**config.mk**
```make
export PLATFORM = sky130hd
export DESIGN_NAME = store_unit
export DESIGN_NICKNAME = d
export VERILOG_FILES = /design/src/rtl/store_unit_pkg.sv /design/src/rtl/store_unit.sv
export SDC_FILE = /design/constraint.sdc
export NUM_CORES = 1
export LEC_CHECK = 0
export CORE_ASPECT_RATIO = 1.1
export CORE_MARGIN = 5
export CORE_UTILIZATION = 41
export DETAILED_ROUTE_END_ITERATION = 8
export PLACE_DENSITY = 0.9
export RECOVER_POWER = 50
export SLEW_MARGIN = 15
export SYNTH_ARGS = -nofsm -noshare
export SYNTH_HDL_FRONTEND = slang
export SYNTH_SLANG_ARGS = --single-unit
```
**constraint.sdc**
```tcl
create_clock -name clk -period 2.6 [get_ports clk]
set_clock_uncertainty 0.2 [all_clocks]
set_input_delay 0.52 -clock clk [delete_from_list [all_inputs] [get_ports clk]]
set_output_delay 0.52 -clock clk [all_outputs]
set_load 0.01 [all_outputs]
```
**src/rtl/store_unit_pkg.sv**
```systemverilog
// Shared store-path types: store uops, acks, and memory-side requests.
// Also holds the store unit state enum.
package store_unit_pkg;

  localparam int ID_W = 4;

  typedef logic [ID_W-1:0] StID_t;

  typedef struct packed {
    logic        valid;
    StID_t       id;
    logic [31:0] addr;
    logic [31:0] data;
    logic [3:0]  wmask;
    logic        isMMIO;
  } ST_UOp;

  typedef struct packed {
    logic  valid;
    StID_t id;
  } ST_Ack;

  typedef enum logic [2:0] {
    IDLE,
    MISS_REQ,
    MISS_WAIT,
    MMIO_REQ,
    MMIO_WAIT
  } StUnitState;

  typedef struct packed {
    logic        valid;
    logic [29:0] addr;
    logic [31:0] data;
    logic [3:0]  wmask;
  } CacheWrReq;

  typedef struct packed {
    logic        valid;
    logic [29:0] addr;
  } MissReq;

  typedef struct packed {
    logic        valid;
    logic [31:0] addr;
    logic [31:0] data;
    logic [3:0]  wmask;
  } MMIOWrReq;

endpackage

```
**src/rtl/store_unit.sv**
```systemverilog
// Store unit: takes committed stores one at a time and writes them to
// the dcache (with miss refill + replay) or MMIO; acks each in order.
// Ports: IN_uopSt/OUT_stall (queue side), OUT_stAck (ack pulse),
// OUT_cacheReq/IN_cacheGrant/IN_cacheHit (dcache write port),
// OUT_missReq/IN_missReady/IN_missDone (refill), OUT_mmioReq/
// IN_mmioReady/IN_mmioAck (MMIO bus).
module store_unit
  import store_unit_pkg::*;
#(
  parameter int ID_BITS = $bits(StID_t)
) (
  input  logic      clk,
  input  logic      rst,
  input  ST_UOp     IN_uopSt,
  output logic      OUT_stall,
  output ST_Ack     OUT_stAck,
  output CacheWrReq OUT_cacheReq,
  input  logic      IN_cacheGrant,
  input  logic      IN_cacheHit,
  output MissReq    OUT_missReq,
  input  logic      IN_missReady,
  input  logic      IN_missDone,
  output MMIOWrReq  OUT_mmioReq,
  input  logic      IN_mmioReady,
  input  logic      IN_mmioAck
);

  ST_UOp              cur_q, cur_d;
  StUnitState         state_q, state_d;
  logic               ackVld_q, ackVld_d;
  logic [ID_BITS-1:0] ackId_q, ackId_d;
  logic               complete;

  always_comb begin
    state_d      = state_q;
    complete     = 1'b0;
    OUT_cacheReq = '0;
    OUT_missReq  = '0;
    OUT_mmioReq  = '0;
    unique case (state_q)
      IDLE: begin
        if (cur_q.valid) begin
          // wmask == 0 marks a special op: ack without memory access
          if (cur_q.wmask == 4'b0) begin
            complete = 1'b1;
          end else if (cur_q.isMMIO) begin
            state_d = MMIO_REQ;
          end else begin
            OUT_cacheReq.valid = 1'b1;
            OUT_cacheReq.addr  = cur_q.addr[31:2];
            OUT_cacheReq.data  = cur_q.data;
            OUT_cacheReq.wmask = cur_q.wmask;
            if (IN_cacheGrant) begin
              if (IN_cacheHit) complete = 1'b1;
              else             state_d  = MISS_REQ;
            end
          end
        end
      end
      MISS_REQ: begin
        OUT_missReq.valid = 1'b1;
        OUT_missReq.addr  = cur_q.addr[31:2];
        if (IN_missReady) state_d = MISS_WAIT;
      end
      MISS_WAIT: begin
        // line is resident: replay the same store through the port
        if (IN_missDone) state_d = IDLE;
      end
      MMIO_REQ: begin
        OUT_mmioReq.valid = 1'b1;
        OUT_mmioReq.addr  = cur_q.addr;
        OUT_mmioReq.data  = cur_q.data;
        OUT_mmioReq.wmask = cur_q.wmask;
        if (IN_mmioReady) state_d = MMIO_WAIT;
      end
      MMIO_WAIT: begin
        if (IN_mmioAck) begin
          complete = 1'b1;
          state_d  = IDLE;
        end
      end
      default: state_d = IDLE;
    endcase
  end

  assign OUT_stall = cur_q.valid && !complete;

  always_comb begin
    cur_d    = cur_q;
    ackVld_d = complete;
    ackId_d  = ID_BITS'(cur_q.id);
    if (!OUT_stall) begin
      cur_d = IN_uopSt.valid ? IN_uopSt : '0;
    end
  end

  always_ff @(posedge clk) begin
    if (rst) begin
      cur_q    <= '0;
      state_q  <= IDLE;
      ackVld_q <= 1'b0;
      ackId_q  <= '0;
    end else begin
      cur_q    <= cur_d;
      state_q  <= state_d;
      ackVld_q <= ackVld_d;
      ackId_q  <= ackId_d;
    end
  end

  assign OUT_stAck.valid = ackVld_q;
  assign OUT_stAck.id    = StID_t'(ackId_q);

  a_missDone: assert property (@(posedge clk) disable iff (rst)
    IN_missDone |-> state_q == MISS_WAIT);
  a_mmioAck: assert property (@(posedge clk) disable iff (rst)
    IN_mmioAck |-> state_q == MMIO_WAIT);

endmodule

```
Word level (Yosys, flattened, before mapping)
Cells that the tools add are included.
Word-level totals
  register bits: 82
  input bits: 82
  output and inout port bits: 173
  logic and storage cells: 50
Operators by class
  equality and inequality tests: 12
  muxes and demuxes: 24
  reduce and logical (&&, ||, !) cells: 5
Operators with widths (number)
  67-bit 2-to-1 mux: 4
  74-bit 2-to-1 mux: 1
  69-bit 2-to-1 mux: 1
  31-bit 2-to-1 mux: 1
  3-bit 2-to-1 mux: 9
  3-bit one-hot mux with 5 select lines: 1
  2-bit inequality test (second input constant): 6
  8-bit AND reduction: 1
  3-bit by 2-bit equality test with 1-bit output (second input constant): 2
  1-bit 2-to-1 mux: 6
  3-bit inequality test (second input constant): 2
  4-bit zero test: 1
  3-bit by 1-bit equality test with 1-bit output (second input constant): 1
  3-bit equality test (second input constant): 1
  3-bit zero test: 1
  1-bit one-hot mux with 2 select lines: 1
  1-bit logical AND: 1
  1-bit zero test: 1

Longest topological paths before layout
Gate-level depths: netlist of the first run.
  word-level depth: 8
  depth in mapped cells: 8
  gate-level depth less buffers: 4

Worst setup path before layout of the first run
Ideal clock, no wire load.
  path kind: reg-to-output
  start: register state_q[0]
  end: output OUT_cacheReq[41] (netlist name)
  data arrival time: 1500 ps
  data required time: 1880 ps
  path slack: 380 ps
  stages on the path, launching flop included: 7
  buffers on the path: 3
  cells stage by stage: dfxtp_1 buf_2 nor3_4 and3_1 buf_4 clkbuf_1 and3_1
RTL lines
  start: declaration: RTL line store_unit.sv:29  | StUnitState state_q, state_d;
  start signal: assignment: RTL line store_unit.sv:105  | state_q <= state_d;
  end: declaration: RTL line store_unit.sv:17  | output CacheWrReq OUT_cacheReq,

==> summary.md, run 1 <==
| Metric | Value |
|---|---|
| Most common library cell in the layout ignoring fill and taps | `sky130_fd_sc_hd__dlygate4sd2_1` |
| Final setup fails | `0` |
| Final wirelength | `slightly below 20,000 um` |
| Total routing resource utilization after global routing | `about a quarter` |
| Worst r2r path cells | `6` |
| Transition time at the pin with the least slew margin | `around 1.3 ns` |
| Async set or reset register ratio after synthesis | `0%` |
| LEAKAGE | `roughly 3.6 nW` |
| Startpoint type of the worst setup path | `flop` |
| RSZ-0062 raised after global routing | `yes` |
| Number of buffers created by CTS | `9` |
| Ratio of cells with drive above 1 in the final layout | `approximately 11%` |
| Via density | `~5.7` |
| Fin area | `7950 um^2` |
| Footprint of the multi-input gates | `approximately 3200 um^2` |
| Detailed-route wire length per cell | `about 19 um` |
| Fillcell total | `1,145` |
| Commonest non-fill, non-tap cells in the layout | `108 x sky130_fd_sc_hd__dlygate4sd2_1, 99 x sky130_fd_sc_hd__and2_1, 80 x sky130_fd_sc_hd__clkdlybuf4s50_1` |
| Area post-placement | `7870 um^2` |
| Global routing's busiest layer | `met2` |
| Horizontal die dimension | `around 120 um` |
| Layout overhead on the synthesized area | `52.3%` |
| Total I/O pin count | `between 200 and 300` |
| Port Buffer Count | `254` |
| Met1 global-route usage | `about 29%` |
| Number of synthesized flops with an enable pin | `0` |
| Final core utilization | `between 60% and 70%` |
| GR met2 Demand/Resource | `a little over two fifths` |
| Nets in the synthesized netlist | `744` |
| Final hold slack | `~0.27 ns` |
| Antenna violations before repair | `1` |
| Proportion of synthesized chip area in sequential cells | `a little under a third` |
| Number of synthesized register bits | `between 80 and 90` |
| Instance count of the mapped netlist | `~660` |
| Routability cong. | `about 0.78` |
| Cts-stage hold buffer count | `0` |
| Levels on crit path | `4` |
| Met3 track demand over resource in global routing | `6.75%` |
| Final hold vios | `0` |
| Top achievable clock speed | `387 MHz` |
| Post-synthesis cell area | `roughly 5200 um^2` |
| Crit path kind | `reg -> out` |
| Number of antenna cells inserted | `0` |
| Max-cap violations | `0` |
| Number of iterations in the first detailed-routing pass | `7` |
| Number of levels the H-tree was split into | `3` |
| Delay of the slowest cell on the worst path | `between 0.5 and 0.6 ns` |
| GR Overflow Total | `0` |
| Die H | `roughly 130 um` |
| Cell-by-cell listing of the critical path | `or4_4 -> buf_4 -> and3_1 -> dlygate4sd2_1` |
| Data arrival time of the critical path | `about 1.9 ns` |
| CP bufs+invs | `2` |
| Post-route total power | `3.56 mW` |
| Crit-path leading delay family | `simple AND/OR/NAND/NOR gates` |
| Clock tree from TritonCTS | `done` |
| Crit path max-delay cell type | `sky130_fd_sc_hd__or4_4` |
| WHS Path Cells | `1` |
| Final #Nets | `958` |
| YS warnings | `0` |
| Number of global-route vias before repair | `about 5,700` |
| Minimum period implied by the final worst setup slack | `around 2.6 ns` |
| Standard cell core area | `roughly 13,000 um^2` |
| Max-slew violations | `0` |
| Per-instance average area after synthesis | `7.88 um^2` |
| Crit. End Element | `output port` |
| Total number of placement rows | `between 40 and 50` |
| Result of the run | `finished clean` |
| First-pass GRT wire length | `between 30,000 and 40,000 um` |
| Clock-pin slew of the registers on the worst-case setup and hold paths | `approximately 0.060 ns` |
| Number of distinct library cell variants in the gate-level netlist after synthesis | `35` |
| Drt initial violations | `around 420` |
| Number of routed nets with antenna violations | `0` |
| Total number of clock tree sinks | `82` |
| Cell area power density | `about 450 nW/um^2` |
| Ys flop type | `sky130_fd_sc_hd__dfxtp_1` |
| Kind of path behind the tightest hold check | `reg -> reg` |
| Effective utilization at floorplan | `41.6%` |
| DRC violations left | `0` |
| Worst IR Drop VDD | `343 uV` |
| Largest net degree at the start of global routing | `between 80 and 90` |
| Max Fanout on Critical Path | `9` |
| Cell chosen for the clock root | `sky130_fd_sc_hd__clkbuf_16` |
| DR vias | `5,962` |
| Fraction of the cycle the final worst path needs | `between 90 and 100%` |
| Clock latency on the worst-skew pair | `~0.32 ns` |
| Die Area | `15,100 um^2` |
| Post-DP HPWL | `around 12,000 um` |
| Maximum clock path buffer count | `2` |
| Combined flip-flop and latch cell area | `~1600 um^2` |
| Slew HR | `around 14%` |
| WP data required | `about 1.9 ns` |
-- flip-flops by register name, indices dropped and copies added (netlist names) --
register	flops
ackId_d	4
ackId_q	4
ackVld_q	1
state_q	3
cur_q	70
-- stage by stage --
stage	setup TNS (ns)	instances	setup WS, ns
2_1_floorplan	0	662	0.380
3_3_place_gp	-0.151	1010	-0.151
3_5_place_dp	-0.131	1010	-0.131
4_1_cts	-0.0167	1038	-0.0167
5_1_grt	-0.615	1038	-0.0332
6_report	0	1038	0.0130
-- cells by family after synthesis --
family | after synthesis | synth area share [%]
and+or+nand+nor | 403 | 48.3
buffers and inverters | 92 | 8.37
AOI/OAI and AO/OA | 85 | 11.9
DFF | 82 | 31.5
-- worst reg2reg max path, stage by stage, from the launching register on --
cell and delay, ns:
sky130_fd_sc_hd__dfxtp_2 0.33, sky130_fd_sc_hd__or4_4 0.58, sky130_fd_sc_hd__buf_4 0.19, sky130_fd_sc_hd__nand2_2 0.06, sky130_fd_sc_hd__clkbuf_4 0.69, sky130_fd_sc_hd__and4_1 0.32
sky130_fd_sc_hd__a311o_1 0.12
-- path summary, 6_finish.rpt --
check / startpoint / to / slack, ns
max: cur_q[2] / OUT_cacheReq[7] / 0.01
min: ackId_d[1] / ackId_q[1] / 0.27
max reg2reg: cur_q[2] / cur_q[0] / 0.05
min reg2reg: ackId_d[1] / ackId_q[1] / 0.27
-- timing repair --
item,CTS,global route
setup endpoints to repair,168,123
setup buffers,8,0
resized for setup,233,58
pin swaps,3,2
cloned,4,0
-- power by group --
part | internal, mW | switching, mW | total, mW
sequential | 1.37 | 0.0891 | 1.46
combinational | 0.377 | 0.519 | 0.896
clock | 0.699 | 0.508 | 1.21
-- per-layer routing --
layer	vias up	share of wire, %	wire [um]
met3	28	8.0	1550
met5	-	0.10	20
li1	2862	-	-
met1	2800	41	7990
met2	270	49	9510
met4	2	1.8	342
-- synth_stat cells (7+ instances only) --
| cell type | count | share of area [%] |
|---|---|---|
| sky130_fd_sc_hd__and3_1 | 63 | 7.6 |
| sky130_fd_sc_hd__nand2_1 | 73 | 5.3 |
| sky130_fd_sc_hd__nor2b_1 | 7 | 0.84 |
| sky130_fd_sc_hd__buf_2 | 12 | 1.2 |
| sky130_fd_sc_hd__nand4b_1 | 68 | 11 |
| sky130_fd_sc_hd__o211ai_1 | 69 | 9.9 |
| sky130_fd_sc_hd__buf_6 | 8 | 1.7 |
| sky130_fd_sc_hd__nand4_1 | 68 | 8.2 |
| sky130_fd_sc_hd__dfxtp_1 | 82 | 31 |
| sky130_fd_sc_hd__clkbuf_1 | 60 | 4.3 |
| sky130_fd_sc_hd__and2_1 | 104 | 12 |
-- cell type report --
type	instances	area share [%]
Clock inverter	4	0.331
Multi-Input combinational cell	488	39.8
Sequential cell	82	20.7
Tap cell	157	2.47
Timing Repair Buffer	293	33.4
Clock buffer	12	3.23
Inverter	2	0.0944
Note: power is estimated with default switching activity, not from simulation.
==> run 2, diff against run 1 <==
- CELL_PAD_IN_SITES_DETAIL_PLACEMENT: default -> 2
- CELL_PAD_IN_SITES_GLOBAL_PLACEMENT: default -> 2
- CORE_UTILIZATION: 41 -> 22
- PLACE_DENSITY: 0.9 -> 0.91
- clock period: 2.6 -> 2.59 ns (I/O delays scaled with it)
==> summary.md, run 2 (synthesis gave the netlist of run 1 again) <==
| Metric | Value |
|---|---|
| Final #Nets | `979 (was 958)` |
| Number of global-route vias before repair | `6,918 (was 5,723)` |
| Crit. End Element | `output port (unchanged)` |
| Most common library cell in the layout ignoring fill and taps | `sky130_fd_sc_hd__and2_1 (was sky130_fd_sc_hd__dlygate4sd2_1)` |
| Port Buffer Count | `254 (unchanged)` |
| Ratio of cells with drive above 1 in the final layout | `32.1% (was 11.2%)` |
| Clock-pin slew of the registers on the worst-case setup and hold paths | `0.07 ns (was 0.06 ns)` |
| Total I/O pin count | `255 (unchanged)` |
| Slew HR | `2.51% (was 14.3%)` |
| Data arrival time of the critical path | `1.99 ns (was 1.87 ns)` |
| Horizontal die dimension | `157 um (was 118 um)` |
| Detailed-route wire length per cell | `24.4 um (was 18.7 um)` |
| Die Area | `26,900 um^2 (was 15,100 um^2)` |
| Effective utilization at floorplan | `22.2% (was 41.6%)` |
| Max-slew violations | `0 (unchanged)` |
| Failing checks | `setup timing` |
| Maximum clock path buffer count | `2 (unchanged)` |
| Result of the run | `complete, but fails checks (was finished clean)` |
| Layout overhead on the synthesized area | `68.7% (was 52.3%)` |
| Final wirelength | `29,400 um (was 19,400 um)` |
| Worst reg2reg setup slack | `0.07 ns (was 0.05 ns)` |
| DRC violations left | `0 (unchanged)` |
| WHS Path Cells | `1 (unchanged)` |
| Worst r2r path cells | `7 (was 6)` |
| Number of antenna cells inserted | `0 (unchanged)` |
| Transition time at the pin with the least slew margin | `1.46 ns (was 1.29 ns)` |
| Fillcell total | `2,622 (was 1,145)` |
| Minimum period implied by the final worst setup slack | `2.71 ns` |
| Flip-flop count of the largest register after layout | `70 (unchanged)` |
| Crit path kind | `reg -> out (unchanged)` |
| Hold EP | `ackId_q[1] (unchanged)` |
| Number of routed nets with antenna violations | `0 (unchanged)` |
| First-pass GRT wire length | `41,200 um (was 30,300 um)` |
| Total number of clock tree sinks | `82 (unchanged)` |
| Final setup fails | `36 (was 0)` |
| Number of levels the H-tree was split into | `3 (unchanged)` |
| Critical register-to-register path startpoint | `cur_q[1] (was cur_q[2])` |
| Reg2Reg Capture Point | `cur_q[47] (was cur_q[0])` |
| Largest reg by FF count | `cur_q (unchanged)` |
| Total routing resource utilization after global routing | `19.5% (was 24.3%)` |
| WP data required | `1.87 ns (was 1.88 ns)` |
| Clock latency on the worst-skew pair | `0.34 ns (was 0.32 ns)` |
| Startpoint type of the worst setup path | `flop (unchanged)` |
| Number of buffers created by CTS | `9 (unchanged)` |
| Final hold vios | `0 (unchanged)` |
| Kind of path behind the tightest hold check | `reg -> reg (unchanged)` |
| Via density | `5.33 (was 5.74)` |
| Number of iterations in the first detailed-routing pass | `5 (was 7)` |
| Routability cong. | `0.764 (was 0.775)` |
| Sum Neg Setup Slack | `-3.42 ns (was 0 ns)` |
| Post-route total power | `4.26 mW (was 3.56 mW)` |
| Cts-stage hold buffer count | `0 (unchanged)` |
| Setup slack of the critical path after layout | `-0.117 ns (was 0.0130 ns)` |
| Standard cell core area | `23,500 um^2 (was 12,500 um^2)` |
| Commonest non-fill, non-tap cells in the layout | `102 x sky130_fd_sc_hd__and2_1, 90 x sky130_fd_sc_hd__clkbuf_2, 80 x sky130_fd_sc_hd__clkdlybuf4s50_1 (was 108 x sky130_fd_sc_hd__dlygate4sd2_1, 99 x sky130_fd_sc_hd__and2_1, 80 x sky130_fd_sc_hd__clkdlybuf4s50_1)` |
| Clock tree from TritonCTS | `done (unchanged)` |
| GR Overflow Total | `0 (unchanged)` |
| Footprint of the multi-input gates | `3420 um^2 (was 3160 um^2)` |
| Drt initial violations | `213 (was 416)` |
| Max Fanout on Critical Path | `17 (was 9)` |
| Fraction of the cycle the final worst path needs | `105%` |
| DR vias | `6,432 (was 5,962)` |
| Combined flip-flop and latch cell area | `1650 um^2 (about the same)` |
| LEAKAGE | `3.63 nW (about the same)` |
| RSZ-0062 raised after global routing | `yes (unchanged)` |
| Cell chosen for the clock root | `sky130_fd_sc_hd__clkbuf_16 (unchanged)` |
| Worst slack, placed | `-0.180 ns (was -0.131 ns)` |
| Total number of placement rows | `59 (was 43)` |
| Antenna violations before repair | `3 (was 1)` |
| Largest net degree at the start of global routing | `94 (was 82)` |
| Post-DP HPWL | `16,900 um (was 12,400 um)` |
| Worst IR Drop VDD | `277 uV (was 343 uV)` |
| Die H | `172 um (was 128 um)` |
| Final core utilization | `37.4% (was 63.4%)` |
| Worst hold start | `ackId_d[1] (unchanged)` |
| Cell area power density | `483 nW/um^2 (was 448 nW/um^2)` |
| Max-cap violations | `0 (unchanged)` |
| Top achievable clock speed | `between 300 and 400 MHz` |
==> run 2: cell count changes in the layout (fill, tap and decap cells not counted), moves of 17 or more <==
| cell | before | now |
|---|---|---|
| sky130_fd_sc_hd__buf_6 | 4 | 54 |
| sky130_fd_sc_hd__and3_4 | 1 | 48 |
| sky130_fd_sc_hd__buf_2 | 0 | 17 |
| sky130_fd_sc_hd__clkbuf_1 | 20 | 3 |
| sky130_fd_sc_hd__clkbuf_2 | 34 | 90 |
| sky130_fd_sc_hd__and3_1 | 62 | 15 |
| sky130_fd_sc_hd__dlygate4sd2_1 | 108 | 10 |
==> run 2: through the flow <==
step	area [um^2]	hold slack, ns	cells
after global routing	8810	0.284	1206
after floorplan	5220	0.244	662
after CTS	8630	0.275	1191
after global placement	8060	0.253	1157
after detailed placement	8060	0.264	1157
final	8810	0.274	1206
==> run 2: power breakdown <==
part           leakage, nW  internal [mW]  switching, mW  total, mW
clock network        0.156          0.896          0.565       1.46
registers            0.678           1.37          0.105       1.48
logic                 2.79          0.603          0.714       1.32
==> run 2: layout make-up <==
class | count | area share (%)
inverters | 2 | 0.0853
flip-flops and latches | 82 | 18.7
clock inverters | 2 | 0.682
multi-input cells | 488 | 38.9
repair buffers | 314 | 34.3
well taps | 305 | 4.33
clock buffers | 13 | 2.96
==> run 2: worst max path at each step <==
stage | from | endpoint | slack [ns] | depth (start not counted)
after floorplan | state_q[0] | OUT_cacheReq[41] | 0.37 | 6
after global placement | IN_cacheGrant | OUT_stall | -0.11 | 6
after detailed placement | IN_mmioAck | OUT_stall | -0.18 | 6
after CTS | state_q[2] | OUT_missReq[22] | -0.15 | 5
after global routing | cur_q[1] | OUT_cacheReq[41] | -0.16 | 6
final | cur_q[1] | OUT_cacheReq[41] | -0.12 | 6
==> run 2: what timing repair did <==
item / 4_1_cts / 5_1_grt
pin swaps: 3 / 5
setup endpoints to repair: 168 / 76
resized for setup: 438 / 234
gates cloned: 7 / 10
setup buffers: 13 / 8
==> run 2: metal layers <==
metal | vias to the layer above | global-route usage (%) | share of wire (%)
met1 | 3300 | 22.6 | 40
li1 | 2903 | - | -
met3 | 27 | 5.11 | 6.2
met4 | 2 | 4.87 | 1.4
met2 | 200 | 35.7 | 53
met5 | - | 0 | 0.027
==> run 2: worst max-delay path, stage by stage, from the launching register on <==
cell and delay [ns]:
sky130_fd_sc_hd__dfxtp_2 0.33, sky130_fd_sc_hd__or4_4 0.57, sky130_fd_sc_hd__buf_4 0.16, sky130_fd_sc_hd__buf_6 0.12
sky130_fd_sc_hd__buf_16 0.15, sky130_fd_sc_hd__and3_1 0.18, sky130_fd_sc_hd__buf_2 0.15
